**config.mk**
```make
export PLATFORM = sky130hd
export DESIGN_NAME = rs_age_ordered
export DESIGN_NICKNAME = d
export VERILOG_FILES = /design/src/rtl/rs_age_ordered.sv
export SDC_FILE = /design/constraint.sdc
export NUM_CORES = 2
export LEC_CHECK = 0
export BUFFER_PORTS_ARGS = -buffer_cell sky130_fd_sc_hd__buf_2
export CAP_MARGIN = 0
export CELL_PAD_IN_SITES_DETAIL_PLACEMENT = 2
export CELL_PAD_IN_SITES_GLOBAL_PLACEMENT = 2
export CORE_MARGIN = 2
export CORE_UTILIZATION = 29
export DETAILED_ROUTE_END_ITERATION = 6
export PLACE_DENSITY_LB_ADDON = 0.1
export SLEW_MARGIN = 20
export SYNTH_ARGS = -nofsm -noshare
export SYNTH_HDL_FRONTEND = slang
export SYNTH_SLANG_ARGS = --single-unit
export TNS_END_PERCENT = 50
```
**constraint.sdc**
```tcl
create_clock -name in_clk -period 38 [get_ports in_clk]
set_input_delay 7.6 -clock in_clk [delete_from_list [all_inputs] [get_ports in_clk]]
set_output_delay 7.6 -clock in_clk [all_outputs]
set_load 0.02 [all_outputs]
```
**src/rtl/rs_age_ordered.sv**
```systemverilog
// Age-ordered reservation station for one functional unit: oldest-ready-first issue, broadcast wakeup, full flush.
// Optional RS_WAKEUP_BYPASS_EN: same-cycle broadcasts also make entries ready and are forwarded to the issue outputs.
`ifndef ROB_IDX_SIZE
`define ROB_IDX_SIZE 5
`endif
`ifndef GPR_SIZE
`define GPR_SIZE 32
`endif

package rs_age_ordered_pkg;
   typedef logic [3:0] fu_op_t;
   typedef logic [3:0] nzcv_t;
   typedef logic [3:0] cond_t;
endpackage

module rs_age_ordered
   import rs_age_ordered_pkg::*;
#(
   parameter int RS_SIZE      = 8,
   parameter int RS_IDX_SIZE  = $clog2(RS_SIZE),
   parameter int NUM_BCAST    = 2,
   parameter int ROB_IDX_SIZE = `ROB_IDX_SIZE,
   parameter int GPR_SIZE     = `GPR_SIZE
) (
   input  logic                              in_clk,
   input  logic                              in_rst_n,
   input  logic                              in_disp_valid,
   output logic                              out_disp_ready,
   input  fu_op_t                            in_disp_op,
   input  logic [ROB_IDX_SIZE-1:0]           in_disp_dst_rob_index,
   input  logic                              in_disp_a_valid,
   input  logic                              in_disp_b_valid,
   input  logic [GPR_SIZE-1:0]               in_disp_a_value,
   input  logic [GPR_SIZE-1:0]               in_disp_b_value,
   input  logic [ROB_IDX_SIZE-1:0]           in_disp_a_rob_index,
   input  logic [ROB_IDX_SIZE-1:0]           in_disp_b_rob_index,
   input  logic                              in_disp_uses_nzcv,
   input  logic                              in_disp_set_nzcv,
   input  logic                              in_disp_nzcv_valid,
   input  nzcv_t                             in_disp_nzcv,
   input  logic [ROB_IDX_SIZE-1:0]           in_disp_nzcv_rob_index,
   input  cond_t                             in_disp_cond,
   input  logic [NUM_BCAST-1:0]              in_bcast_valid,
   input  logic [NUM_BCAST*ROB_IDX_SIZE-1:0] in_bcast_index,
   input  logic [NUM_BCAST*GPR_SIZE-1:0]     in_bcast_value,
   input  logic [NUM_BCAST-1:0]              in_bcast_set_nzcv,
   input  logic [NUM_BCAST*4-1:0]            in_bcast_nzcv,
   input  logic                              in_flush,
   input  logic                              in_fu_ready,
   output logic                              out_issue_valid,
   output fu_op_t                            out_issue_op,
   output logic [GPR_SIZE-1:0]               out_issue_val_a,
   output logic [GPR_SIZE-1:0]               out_issue_val_b,
   output logic [ROB_IDX_SIZE-1:0]           out_issue_dst_rob_index,
   output nzcv_t                             out_issue_nzcv,
   output logic                              out_issue_set_nzcv,
   output cond_t                             out_issue_cond,
   output logic [RS_IDX_SIZE:0]              out_occupancy
);

   localparam logic [RS_IDX_SIZE:0] RS_FULL = (RS_IDX_SIZE+1)'(RS_SIZE);

   typedef struct packed {
      logic                    valid;
      logic [RS_IDX_SIZE-1:0]  age;
      fu_op_t                  op;
      logic [ROB_IDX_SIZE-1:0] dst;
      logic                    aValid;
      logic [GPR_SIZE-1:0]     aValue;
      logic [ROB_IDX_SIZE-1:0] aTag;
      logic                    bValid;
      logic [GPR_SIZE-1:0]     bValue;
      logic [ROB_IDX_SIZE-1:0] bTag;
      logic                    usesNzcv;
      logic                    setNzcv;
      logic                    nzcvValid;
      nzcv_t                   nzcv;
      logic [ROB_IDX_SIZE-1:0] nzcvTag;
      cond_t                   cond;
   } entry_t;

   entry_t               entry_q [RS_SIZE];
   entry_t               entry_d [RS_SIZE];
   logic [RS_IDX_SIZE:0] occ_q, occ_d;

   logic [RS_SIZE-1:0]     aHit, bHit, fHit, entryReady;
   logic [GPR_SIZE-1:0]    aWake [RS_SIZE];
   logic [GPR_SIZE-1:0]    bWake [RS_SIZE];
   nzcv_t                  fWake [RS_SIZE];
   logic                   dispAHit, dispBHit, dispFHit;
   logic [GPR_SIZE-1:0]    dispAWake, dispBWake;
   nzcv_t                  dispFWake;
   logic                   selFound;
   logic [RS_IDX_SIZE-1:0] selIdx, selAge, freeIdx, dispAge;
   logic                   issueFire, dispFire;

   // Ports are scanned from the top down so the lowest-numbered matching port overwrites the rest.
   function automatic logic [GPR_SIZE:0] matchValue(
      input logic [ROB_IDX_SIZE-1:0]           tag,
      input logic [NUM_BCAST-1:0]              bv,
      input logic [NUM_BCAST*ROB_IDX_SIZE-1:0] bi,
      input logic [NUM_BCAST*GPR_SIZE-1:0]     bd
   );
      logic [GPR_SIZE:0] r;
      r = '0;
      for (int p = NUM_BCAST-1; p >= 0; p--) begin
         if (bv[p] && (bi[p*ROB_IDX_SIZE +: ROB_IDX_SIZE] == tag)) begin
            r = {1'b1, bd[p*GPR_SIZE +: GPR_SIZE]};
         end
      end
      return r;
   endfunction

   function automatic logic [4:0] matchFlags(
      input logic [ROB_IDX_SIZE-1:0]           tag,
      input logic [NUM_BCAST-1:0]              bv,
      input logic [NUM_BCAST*ROB_IDX_SIZE-1:0] bi,
      input logic [NUM_BCAST-1:0]              bs,
      input logic [NUM_BCAST*4-1:0]            bn
   );
      logic [4:0] r;
      r = '0;
      for (int p = NUM_BCAST-1; p >= 0; p--) begin
         if (bv[p] && bs[p] && (bi[p*ROB_IDX_SIZE +: ROB_IDX_SIZE] == tag)) begin
            r = {1'b1, bn[p*4 +: 4]};
         end
      end
      return r;
   endfunction

   // Broadcast matches for every stored entry and for the incoming dispatch; hits count only for waiting fields.
   always_comb begin
      for (int i = 0; i < RS_SIZE; i++) begin
         {aHit[i], aWake[i]} = matchValue(entry_q[i].aTag, in_bcast_valid, in_bcast_index, in_bcast_value);
         {bHit[i], bWake[i]} = matchValue(entry_q[i].bTag, in_bcast_valid, in_bcast_index, in_bcast_value);
         {fHit[i], fWake[i]} = matchFlags(entry_q[i].nzcvTag, in_bcast_valid, in_bcast_index,
                                          in_bcast_set_nzcv, in_bcast_nzcv);
         aHit[i] = aHit[i] & entry_q[i].valid & ~entry_q[i].aValid;
         bHit[i] = bHit[i] & entry_q[i].valid & ~entry_q[i].bValid;
         fHit[i] = fHit[i] & entry_q[i].valid & ~entry_q[i].nzcvValid;
`ifdef RS_WAKEUP_BYPASS_EN
         entryReady[i] = entry_q[i].valid & (entry_q[i].aValid | aHit[i]) & (entry_q[i].bValid | bHit[i])
                       & (~entry_q[i].usesNzcv | entry_q[i].nzcvValid | fHit[i]);
`else
         entryReady[i] = entry_q[i].valid & entry_q[i].aValid & entry_q[i].bValid
                       & (~entry_q[i].usesNzcv | entry_q[i].nzcvValid);
`endif
      end
      {dispAHit, dispAWake} = matchValue(in_disp_a_rob_index, in_bcast_valid, in_bcast_index, in_bcast_value);
      {dispBHit, dispBWake} = matchValue(in_disp_b_rob_index, in_bcast_valid, in_bcast_index, in_bcast_value);
      {dispFHit, dispFWake} = matchFlags(in_disp_nzcv_rob_index, in_bcast_valid, in_bcast_index,
                                         in_bcast_set_nzcv, in_bcast_nzcv);
   end

   // Oldest ready entry wins; ages are unique so the first strict minimum is the only one.
   always_comb begin
      selFound = 1'b0;
      selIdx   = '0;
      selAge   = '0;
      for (int i = 0; i < RS_SIZE; i++) begin
         if (entryReady[i] && (!selFound || (entry_q[i].age < selAge))) begin
            selFound = 1'b1;
            selIdx   = RS_IDX_SIZE'(i);
            selAge   = entry_q[i].age;
         end
      end
   end

   always_comb begin
      freeIdx = '0;
      for (int i = RS_SIZE-1; i >= 0; i--) begin
         if (!entry_q[i].valid) begin
            freeIdx = RS_IDX_SIZE'(i);
         end
      end
   end

   always_comb begin
      out_issue_op            = '0;
      out_issue_val_a         = '0;
      out_issue_val_b         = '0;
      out_issue_dst_rob_index = '0;
      out_issue_nzcv          = '0;
      out_issue_set_nzcv      = 1'b0;
      out_issue_cond          = '0;
      if (selFound) begin
         out_issue_op            = entry_q[selIdx].op;
         out_issue_dst_rob_index = entry_q[selIdx].dst;
         out_issue_set_nzcv      = entry_q[selIdx].setNzcv;
         out_issue_cond          = entry_q[selIdx].cond;
`ifdef RS_WAKEUP_BYPASS_EN
         out_issue_val_a = entry_q[selIdx].aValid    ? entry_q[selIdx].aValue : aWake[selIdx];
         out_issue_val_b = entry_q[selIdx].bValid    ? entry_q[selIdx].bValue : bWake[selIdx];
         out_issue_nzcv  = (entry_q[selIdx].nzcvValid || !fHit[selIdx]) ? entry_q[selIdx].nzcv : fWake[selIdx];
`else
         out_issue_val_a = entry_q[selIdx].aValue;
         out_issue_val_b = entry_q[selIdx].bValue;
         out_issue_nzcv  = entry_q[selIdx].nzcv;
`endif
      end
   end

   assign out_issue_valid = selFound;
   assign out_disp_ready  = (occ_q != RS_FULL);
   assign out_occupancy   = occ_q;
   assign issueFire       = selFound & in_fu_ready;
   assign dispFire        = in_disp_valid & out_disp_ready;
   // A new entry is younger than everything that survives this cycle's issue.
   assign dispAge         = RS_IDX_SIZE'(occ_q - (RS_IDX_SIZE+1)'(issueFire));

   always_comb begin
      occ_d = occ_q;
      for (int i = 0; i < RS_SIZE; i++) begin
         entry_d[i] = entry_q[i];
      end
      if (in_flush) begin
         occ_d = '0;
         for (int i = 0; i < RS_SIZE; i++) begin
            entry_d[i].valid = 1'b0;
            entry_d[i].age   = '0;
         end
      end else begin
         for (int i = 0; i < RS_SIZE; i++) begin
            if (aHit[i]) begin
               entry_d[i].aValid = 1'b1;
               entry_d[i].aValue = aWake[i];
            end
            if (bHit[i]) begin
               entry_d[i].bValid = 1'b1;
               entry_d[i].bValue = bWake[i];
            end
            if (fHit[i]) begin
               entry_d[i].nzcvValid = 1'b1;
               entry_d[i].nzcv      = fWake[i];
            end
            if (issueFire && entry_q[i].valid && (entry_q[i].age > selAge)) begin
               entry_d[i].age = entry_q[i].age - RS_IDX_SIZE'(1);
            end
         end
         if (issueFire) begin
            entry_d[selIdx].valid = 1'b0;
         end
         if (dispFire) begin
            entry_d[freeIdx].valid     = 1'b1;
            entry_d[freeIdx].age       = dispAge;
            entry_d[freeIdx].op        = in_disp_op;
            entry_d[freeIdx].dst       = in_disp_dst_rob_index;
            entry_d[freeIdx].aValid    = in_disp_a_valid | dispAHit;
            entry_d[freeIdx].aValue    = in_disp_a_valid ? in_disp_a_value : dispAWake;
            entry_d[freeIdx].aTag      = in_disp_a_rob_index;
            entry_d[freeIdx].bValid    = in_disp_b_valid | dispBHit;
            entry_d[freeIdx].bValue    = in_disp_b_valid ? in_disp_b_value : dispBWake;
            entry_d[freeIdx].bTag      = in_disp_b_rob_index;
            entry_d[freeIdx].usesNzcv  = in_disp_uses_nzcv;
            entry_d[freeIdx].setNzcv   = in_disp_set_nzcv;
            entry_d[freeIdx].nzcvValid = in_disp_nzcv_valid | dispFHit;
            entry_d[freeIdx].nzcv      = in_disp_nzcv_valid ? in_disp_nzcv : dispFWake;
            entry_d[freeIdx].nzcvTag   = in_disp_nzcv_rob_index;
            entry_d[freeIdx].cond      = in_disp_cond;
         end
         occ_d = occ_q + (RS_IDX_SIZE+1)'(dispFire) - (RS_IDX_SIZE+1)'(issueFire);
      end
   end

   always_ff @(posedge in_clk) begin
      if (!in_rst_n) begin
         occ_q <= '0;
         for (int i = 0; i < RS_SIZE; i++) begin
            entry_q[i] <= '0;
         end
      end else begin
         occ_q <= occ_d;
         for (int i = 0; i < RS_SIZE; i++) begin
            entry_q[i] <= entry_d[i];
         end
      end
   end

endmodule

```
Yosys cells after proc, flatten, opt, wreduce, memory -nomap -nowiden

Memories as Yosys holds them, arrays and structs flattened.
Index checks and enable logic that the tools add are counted.

Equality and inequality tests: 55
Magnitude comparators: 19
Muxes and demuxes: 239
$add $sub $neg: 11
Bitwise logic cells: 128
Reduce and logical (&&, ||, !) cells: 96

Operator list:

| kind                  | count |
|---|---|
| $bwmux W840           | 17 |
| $demux W105 S3        | 17 |
| $mux W840             | 3 |
| $mux W33              | 68 |
| $mux W105             | 10 |
| $mux W101             | 9 |
| $eq A5 B5 Y1          | 54 |
| $mux W5               | 35 |
| $mux W32              | 4 |
| $mux W3               | 38 |
| $mux W104             | 1 |
| $mux W97              | 1 |
| $mux W92              | 1 |
| $mux W91              | 1 |
| $logic_and A1 B1 Y1   | 81 |
| $and A1 B1 Y1         | 74 |
| $mux W59              | 1 |
| $mux W54              | 1 |
| $mux W53              | 1 |
| $mux W4               | 13 |
| $not A1 Y1            | 33 |
| $gt A3 B3 Y1          | 8 |
| $sub A3 B1 Y3 const B | 8 |
| $lt A3 B3 Y1          | 7 |
| other kinds (18)      | 62 |

Flip-flop bits (word level): 4
RAM bits: 840
Memories kept: 1
Input bits: 192
Output and inout bits: 88

Memory list:

| memory  | words | width | read ports | clocked after Yosys merged registers in | write ports | RTL line | source |
|---|---|---|---|---|---|---|---|
| entry_q | 8     | 105   | 9          | 0                                       | 8           | 82       | `entry_t entry_q [RS_SIZE];` |

Depth between registers and ports, before layout

An unclocked memory read counts as a cell.

Depth in word-level cells: 60
Mapped depth: 65
Mapped depth without buffers: 61

Least setup slack after synthesis

No wires, ideal clock.

Path kind: register to output
Start: memory entry_q[0][13] (netlist name)
End: output out_issue_val_a[10]
Setup slack: 19.042 ns
Arrival: 11.358 ns
Cell stages (with the launch flop): 57
Data required time: 30.400 ns
Cell sequence: dfxtp_1 > nand2b_1 > and4_1 > nand2_1 > ha_1 > a21o_1 > a31o_2 > a21oi_1 > nand2_1 > o21ai_0 > inv_1 > ha_1 > a21o_1 > nor3_1 > o21ai_0 > and3_1 > or2_2 > ha_1 > [21 not listed] > nor2_1 > a21o_1 > a221oi_4 > clkbuf_1 > clkbuf_1 > nand2_1 > o21ai_0 > ha_1 > nand2_1 > nor2b_1 > a311oi_1 > o311ai_2 > o22a_1 > o21a_1 > nand2_1 > clkbuf_1 > a2111oi_0 > a2111oi_1

RTL lines:

| item            | RTL line | source |
|---|---|---|
| start, declared | 82       |  |
| end, declared   | 52       | `output logic [GPR_SIZE-1:0] out_issue_val_a,` |

==> results.txt <==
status = finished clean
Final #Nets = 8384
CTS Sinks = 844
Ys Warns = 0
layout cells sized above 1 = 10.5%
ys async rst share = 0%
Pre-antenna DRT Iters = 6
FMAX = 43.4 MHz
Clock Latency Late Sink = 0.81 ns
H-tree levels = 3
mapped cell area = 0.0601 mm²
Syn Area/Cell = 7.09 µm²
R2R Path Start = entry_q[0][104]$_SDFF_PP0_
grt total ovfl = 0
Port Buffer Count = 279
Max stage delay cell, worst path = buf_4
die footprint = 0.211 mm²
post-route clock period utilization = 60.7%
crit end category = output port
WHS Endpoint = entry_q[3][94]$_SDFFE_PN0P_
unrepaired setup endpoints after global routing = no
DRT iter0 DRCs = 4974
clock-pin slew on the worst setup and hold paths = 0.06 ns
core area = 0.206 mm²
chip width = 459 µm
Most used DFF post-synth = dfxtp_1
CP Launch Point = entry_q[0][104]$_SDFF_PP0_
CTS tree = built
critical setup path kind = reg2out
setup TNS = 0 ns
Slew HR = 16.6%
final wirelength = 345000 µm
Post-CTS Setup Inserts = 0
Root Driver = clkbuf_16
antenna viol nets, final = 0
Final Critical Period = 23.06 ns
PostCTS Resize Cnt = 0
Synth Register Bits = 844
Slew Viols, Final = 0
Critical Path Fanout Max = 50
Syn Inst Count = 8476
drt via density = 5.91
post-route core utilization = 32.4%
worst reg2reg path depth = 57
hold path start = entry_q[3][94]$_SDFFE_PN0P_
arrival time worst endpoint = 15.46 ns
number of max-cap violations = 0
dpl hpwl = 213000 µm
hold depth = 2
worst hold path type = reg2reg
CP startpoint kind = register
Crit path top cell by count = ha_1
global-route wire length before repair = 493000 µm
leading cell type in the layout, fill and taps excluded = nor2_1
clock skew = 0.0336 ns
cts bufs inserted = 113
num ports = 280
routability cong. = 0.816
Max stage delay on crit path = 0.83 ns
Leak = 23.5 nW
Max clock buf depth = 3
Hold Vio Cnt, Final = 0
largest net degree at the start of global routing = 213
Remaining DRCs = 0
Power per Cell Area = 33.9 mW/mm²
final setup fails = 0
antenna violations before repair = 47
Post-synth EDFFs = 0
DR vias = 64700
commonest non-fill, non-tap cells in the layout = nor2_1 (1138), nand2_1 (1090), a21oi_1 (1054)
syn nets = 8712
worst slew pin tran = 1.25 ns
routed len/inst = 31.5 µm
row count = 167
r2r setup slk = 22.80 ns
die span in y = 459 µm
VDD IR max = 0.0000359 V
Area Growth Syn to Fin = 11.2%
Initial Utilization = 29.1%
worst r2r dst = entry_q[6][103]$_SDFF_PP0_
vias in the first global route = 67000
cts hold-fix bufs = 0
Worst Path Required = 30.40 ns
Synth cell types = 81
share of the yosys chip area belonging to registers = 28.1%
Total GRT Usage = 31.7%
final cells by class:
| class | count | area [µm²] |
|---|---|---|
| Fill cell | 24100 | 140000 |
| Clock buffer | 169 | 3280 |
| Tap cell | 2704 | 3380 |
| Multi-Input combinational cell | 6676 | 39900 |
| Inverter | 60 | 226 |
| Timing Repair Buffer | 453 | 2790 |
| Sequential cell | 844 | 16900 |
| Antenna cell | 11 | 27.5 |
| Clock inverter | 32 | 350 |
logic make-up (layout without fill, tap and decap cells):
| logic type | count (synthesis) | after routing | share of synthesized area [%] |
|---|---|---|---|
| AOI/OAI and AO/OA | 2499 | 2499 | 25.2 |
| xor gates and xnor gates | 288 | 288 | 4.20 |
| adders and majority gates | 44 | 44 | 0.929 |
| buffers and inverters | 956 | 714 | 6.24 |
| DFF | 844 | 844 | 28.1 |
| muxes | 714 | 714 | 12.1 |
| other | 0 | 11 | 0 |
| and+or+nand+nor | 3131 | 3131 | 23.2 |
cells in the mapped netlist (all sizes together) (25+ instances only):
cell	count	share of area, %
clkbuf	776	4.9
nand2	1097	6.9
o21ai	614	5.1
nor4	40	0.44
or2	25	0.26
mux2i	616	10
a221o	32	0.53
a2111oi	76	1.2
or3	88	0.92
a21oi	1055	8.8
o311a	74	1.2
xnor2	115	1.7
o211ai	67	0.85
dfxtp	844	28
a22oi	39	0.49
and2	471	4.9
xor2	173	2.5
buf	120	0.98
o22ai	53	0.55
a211oi	127	1.6
and3	79	0.82
ha	43	0.90
a21boi	242	3.0
mux2	98	1.8
inv	59	0.37
nor2	1166	7.3
o221a	25	0.47
nand2b	86	0.90
metal layers:
layer | track usage, % | vias to the layer above | routed length, µm
met5 | 0 | - | 128
li1 | - | 28600 | -
met3 | 4.98 | 473 | 19500
met1 | 43.5 | 33900 | 161000
met4 | 9.94 | 20 | 10700
met2 | 50.6 | 1771 | 154000
power breakdown:
group | internal, W | switching, W
combinational | 0.0000691 | 0.000181
clock | 0.000615 | 0.000495
sequential | 0.000896 | 0.0000101
total | 0.00158 | 0.000685
how the worst max path moves through the flow:
stage	to	slack [ns]	depth (start not counted)
after floorplan	out_issue_val_a[10]	19.04	56
after detailed placement	out_issue_val_b[20]	15.71	53
after global routing	out_issue_val_b[11]	13.84	53
after CTS	out_issue_val_b[20]	14.72	53
after global placement	out_issue_val_b[20]	16.04	52
final	out_issue_val_b[11]	14.94	53
worst max-delay path: cells and delay by family (launching register included):
family / cells / cell delay (ns)
AOI/OAI and AO/OA: 22 / 6.64
and+or+nand+nor: 14 / 2.40
buffers and inverters: 7 / 2.06
adders and majority gates: 7 / 1.95
muxes: 3 / 0.98
DFF: 1 / 0.54
registers in the layout, indices dropped and copies added, names as in the netlist:
signal         count
out_occupancy      4
entry_q          840
metrics by stage:
| stage | worst slack (ns) | hold slack, ns | cells | total power (W) | instance area, µm² |
|---|---|---|---|---|---|
| after floorplan | 19.04 | 0.439 | 8476 | 0.00107 | 60100 |
| after CTS | 14.72 | 0.471 | 10900 | 0.00228 | 66700 |
| after global routing | 13.84 | 0.488 | 10900 | 0.00233 | 66800 |
| after global placement | 16.04 | 0.448 | 10700 | 0.00116 | 63100 |
| after detailed placement | 15.71 | 0.461 | 10700 | 0.00117 | 63100 |
| final | 14.94 | 0.469 | 10900 | 0.00227 | 66800 |
No activity file was read; power rests on OpenSTA's default activity.
